File: src/rtl/msk_and_hpc3_arbiter.sv
// Round-robin arbiter sharing one HPC3 masked-AND gadget (1-cycle latency) between
// NREQ requesters. It also supplies the gadget's delayed inb_prev copy and routes each result back.
module msk_and_hpc3_arbiter #(
    parameter int d    = 2,
    parameter int NREQ = 2,
    parameter int RNDW = d * (d - 1)
) (
    input  logic                clk,
    input  logic                rst,
    input  logic [NREQ-1:0]     req_valid,
    output logic [NREQ-1:0]     req_ready,
    input  logic [NREQ*d-1:0]   req_a,
    input  logic [NREQ*d-1:0]   req_b,
    output logic [NREQ-1:0]     rsp_valid,
    output logic [d-1:0]        rsp_data,
    input  logic                prng_valid,
    output logic                prng_ready,
    input  logic [RNDW-1:0]     prng_data,
    output logic [d-1:0]        g_ina,
    output logic [d-1:0]        g_inb,
    output logic [d-1:0]        g_inb_prev,
    output logic [RNDW-1:0]     g_rnd,
    input  logic [d-1:0]        g_out,
    output logic                busy
);

    localparam int PTR_W = (NREQ > 1) ? $clog2(NREQ) : 1;

    logic [PTR_W-1:0] rr_ptr;
    logic [NREQ-1:0]  tag_q;
    logic [d-1:0]     inb_prev_q;
    logic [PTR_W-1:0] winner;
    logic             issue;
    logic [NREQ-1:0]  grant;

    // First valid requester at or after rr_ptr, wrapping modulo NREQ.
    always_comb begin : pick_winner
        logic             found;
        logic [PTR_W:0]   cand;
        // NOTE: every variable gets a default before the loop so no path leaves it unassigned (no latch).
        found  = 1'b0;
        cand   = '0;
        winner = '0;
        for (int k = 0; k < NREQ; k++) begin
            cand = {1'b0, rr_ptr} + (PTR_W+1)'(k);
            if (cand >= (PTR_W+1)'(NREQ))
                cand = cand - (PTR_W+1)'(NREQ);
            if (!found && req_valid[cand[PTR_W-1:0]]) begin
                found  = 1'b1;
                winner = cand[PTR_W-1:0];
            end
        end
    end

    assign issue      = prng_valid && (|req_valid);
    assign grant      = issue ? (NREQ'(1) << winner) : '0;
    assign req_ready  = grant;
    assign prng_ready = issue;

    // Pure selection: shares are never combined here, idle cycles drive zeros.
    assign g_ina = issue ? req_a[winner*d +: d] : '0;
    assign g_inb = issue ? req_b[winner*d +: d] : '0;
    assign g_rnd = issue ? prng_data : '0;

    // NOTE: state updates use non-blocking assignments so all registers sample the same pre-edge values.
    always_ff @(posedge clk) begin
        if (rst) begin
            rr_ptr     <= '0;
            tag_q      <= '0;
            inb_prev_q <= '0;
        end else begin
            tag_q      <= grant;
            inb_prev_q <= g_inb;
            if (issue) begin
                if (winner == PTR_W'(NREQ - 1))
                    rr_ptr <= '0;
                else
                    rr_ptr <= winner + 1'b1;
            end
        end
    end

    assign g_inb_prev = inb_prev_q;
    assign rsp_valid  = tag_q;
    assign rsp_data   = (|tag_q) ? g_out : '0;
    assign busy       = |tag_q;

endmodule

File: config.mk
export PLATFORM = sky130hd
export DESIGN_NAME = msk_and_hpc3_arbiter
export DESIGN_NICKNAME = d
export VERILOG_FILES = /design/src/rtl/msk_and_hpc3_arbiter.sv
export SDC_FILE = /design/constraint.sdc
export NUM_CORES = 1
export LEC_CHECK = 0
export CAP_MARGIN = 25
export CORE_AREA = 2 2 39 41
export DETAILED_ROUTE_END_ITERATION = 10
export DIE_AREA = 0 0 41 43
export DONT_BUFFER_PORTS = 1
export MAX_ROUTING_LAYER = met4
export PLACE_DENSITY = 0.37
export SYNTH_ARGS = -nofsm -noshare
export SYNTH_HDL_FRONTEND = slang
export SYNTH_SLANG_ARGS = --single-unit
File: constraint.sdc
create_clock -name clk -period 1.1 [get_ports clk]
set_input_delay 0.165 -clock clk [delete_from_list [all_inputs] [get_ports clk]]
set_output_delay 0.165 -clock clk [all_outputs]
set_load 0.02 [all_outputs]
==> qor.txt <==
Crit Path Class: flop to output port
Clock Tree Buf Depth: 2
Beginning of the critical path: rr_ptr
YS warnings: 0
RR Startpoint: rr_ptr
Routability cong.: 0.632
Critical path endpoint category: output port
Chip width: 41 um
R2R setup slack: 100 ps
Vias in the first global route: 277
Worst Path Arrival: 1150 ps
Largest net degree at the start of global routing: 10
DR vias: 270
Final period utilization: 119%
H-tree depth: 1
First-pass GRT wire length: 1.16 mm
Rel. slew slack: 82.5%
Core ar.: 0.00138 mm2
Cell area after layout: 448 um2
WL final: 840 um
Post-synth top area share: 37.9%
Port Buf Inserts: 0
End point of the critical path: g_ina[0]
Main combinational cell family by area after synthesis: simple AND/OR/NAND/NOR gates
CTS clock-pin slew for the worst setup and hold paths: 50 ps
Final core utilization: 32.4%
Area Overhead vs Synth: 69.7%
Initial antenna violation count: 0
Worst-skew pair later-pin latency: 240 ps
Post-layout min period: 1310 ps
Top post-synthesis cells by area: dfxtp_1, and2_1, a22o_1
Ant. Diodes: 0
Max VDD drop: 0.399 mV
Clock Skew: 0.420 ps
Number of setup violations in the final report: 8
Area leader, netlist: dfxtp_1
Reg2Reg Depth: 3
Clock Sinks: 5
DRC: 0
Hold Vio Cnt, Final: 0
Max-cap viol count: 0
Most frequent cells in the layout: dfxtp_1, buf_4, and2_4, nor2_1, clkbuf_4
Die Ht: 43 um
I/O pin count: 33
Std-Cell Rows: 14
Maximum clock frequency: 0.761 GHz
Initial Util: 19.1%
CTS tree: yes
Post-synthesis sequential area ratio: 37.9%
Root Buffer: clkbuf_4
Synth Area in Compound Gates: 25.6%
DP Area: 359 um2
NumNets Final: 58
Vias per cell: 4.82
Total grt overflow: 0
Total setup buffers inserted after CTS: 0
Mapped Cells: 29
Synth unique cells: 16
Overall routing resource usage: 10.7%
Failing checks: setup timing
Synth Register Bits: 5
Adder and majority cell fraction of the synthesized area: 0%
Final Slew Violations: 0
WL per Instance: 15.0 um
Status: finished with violations
PnR worst setup slack: -214 ps
Reg-to-reg endpoint: g_inb_prev[0]
Simple-gate share of the synthesized area: 36.5%
Pleak: 0.195 nW
Mux contribution to synthesized area: 0%
Dpl ws: -18.5 ps
Worst Max-Slew Pin Slew: 261 ps
DRT iter0 DRCs: 0
Crit path max fanout: 4
Synthesized area: 264 um2
Synth Area in XOR/XNOR: 0%
DIE AREA: 0.00176 mm2
Unrepaired setup endpoints after global routing: true
Drt pass-1 iters: 1
Post-Syn Area per Cell: 9.10 um2
Synth Net Count: 46
Post-route ant nets: 0
Worst Path Required: 940 ps
Share of layout cells above drive strength 1: 57.5%
Pwr dens: 1260 mW/mm2
Worst min path class: input port to flop
Clock buffers created by TritonCTS: 3
Type of origin of the critical path: flop
-- worst max-delay path: stages, from the launching register on --
cell and delay [ps]:
dfxtp_2 340, nand2b_4 160, and3_4 160, a22o_4 240
-- registers in the layout (all words and copies together) (netlist names) --
signal	flops
rr_ptr	1
g_inb_prev	2
rsp_valid	2
-- worst min path at each step --
| stage | start | to | slack (ps) | cells past startpoint |
|---|---|---|---|---|
| 2_1_floorplan | rst | rr_ptr | 240 | 1 |
| 3_3_place_gp | rst | rr_ptr | 250 | 1 |
| 3_5_place_dp | rst | rr_ptr | 250 | 1 |
| 4_1_cts | req_valid[1] | rr_ptr | 20 | 1 |
| 5_1_grt | req_valid[1] | rr_ptr | 20 | 1 |
| 6_report | req_valid[1] | rsp_valid[1] | 50 | 2 |
-- layer usage --
| metal | part of all wire, % | track usage, % | vias to the layer above |
|---|---|---|---|
| li1 | - | - | 126 |
| met1 | 33 | 8.50 | 125 |
| met2 | 58 | 18.1 | 19 |
| met3 | 9.4 | 3.66 | 0 |
| met4 | 0 | 8.00 | 0 |
| met5 | 0 | - | - |
-- cells by family after synthesis --
| logic type | Yosys count |
|---|---|
| and+or+nand+nor | 16 |
| DFF | 5 |
| AOI/OAI and AO/OA | 8 |
-- area by class of cell --
type / instances / area, um2
multi-input combinational: 24 / 238
tap: 16 / 20.0
sequential: 5 / 101
timing repair buffer: 7 / 62.6
clock buffer: 4 / 26.3
fill: 140 / 936
-- power by group --
part           leakage [nW]  switching [mW]  internal [mW]
sequential           0.0413         0.00981          0.191
combinational         0.139          0.0756         0.0709
clock                0.0150          0.0798          0.137
-- what timing repair did --
item                       CTS  global route
hold endpoints to repair     1             0
pin swaps                    2             0
gates resized for setup     12             0
hold buffers                 1             0
setup endpoints to repair    9             9
-- stage by stage --
stage | power (mW) | hold WS, ps | std cells | TNS, ps
after floorplan | 0.297 | 243 | 29 | 0
after global placement | 0.321 | 247 | 51 | 0
after detailed placement | 0.324 | 249 | 51 | -41.2
after CTS | 0.575 | 17.8 | 56 | -1270
after global routing | 0.598 | 24.7 | 56 | -1570
final | 0.564 | 50.0 | 56 | -1170
-- Yosys cell counts --
cell type,instances
a21oi_1,1
or2_2,1
a311oi_1,1
nand2b_1,2
and2_4,1
dfxtp_1,5
nor2_1,3
o21a_1,1
and3b_1,1
and3_2,1
nand2_1,1
a22o_1,2
a21boi_2,1
nor2b_1,2
a32oi_1,2
and2_1,4
Note: power is estimated with default switching activity, not from simulation.
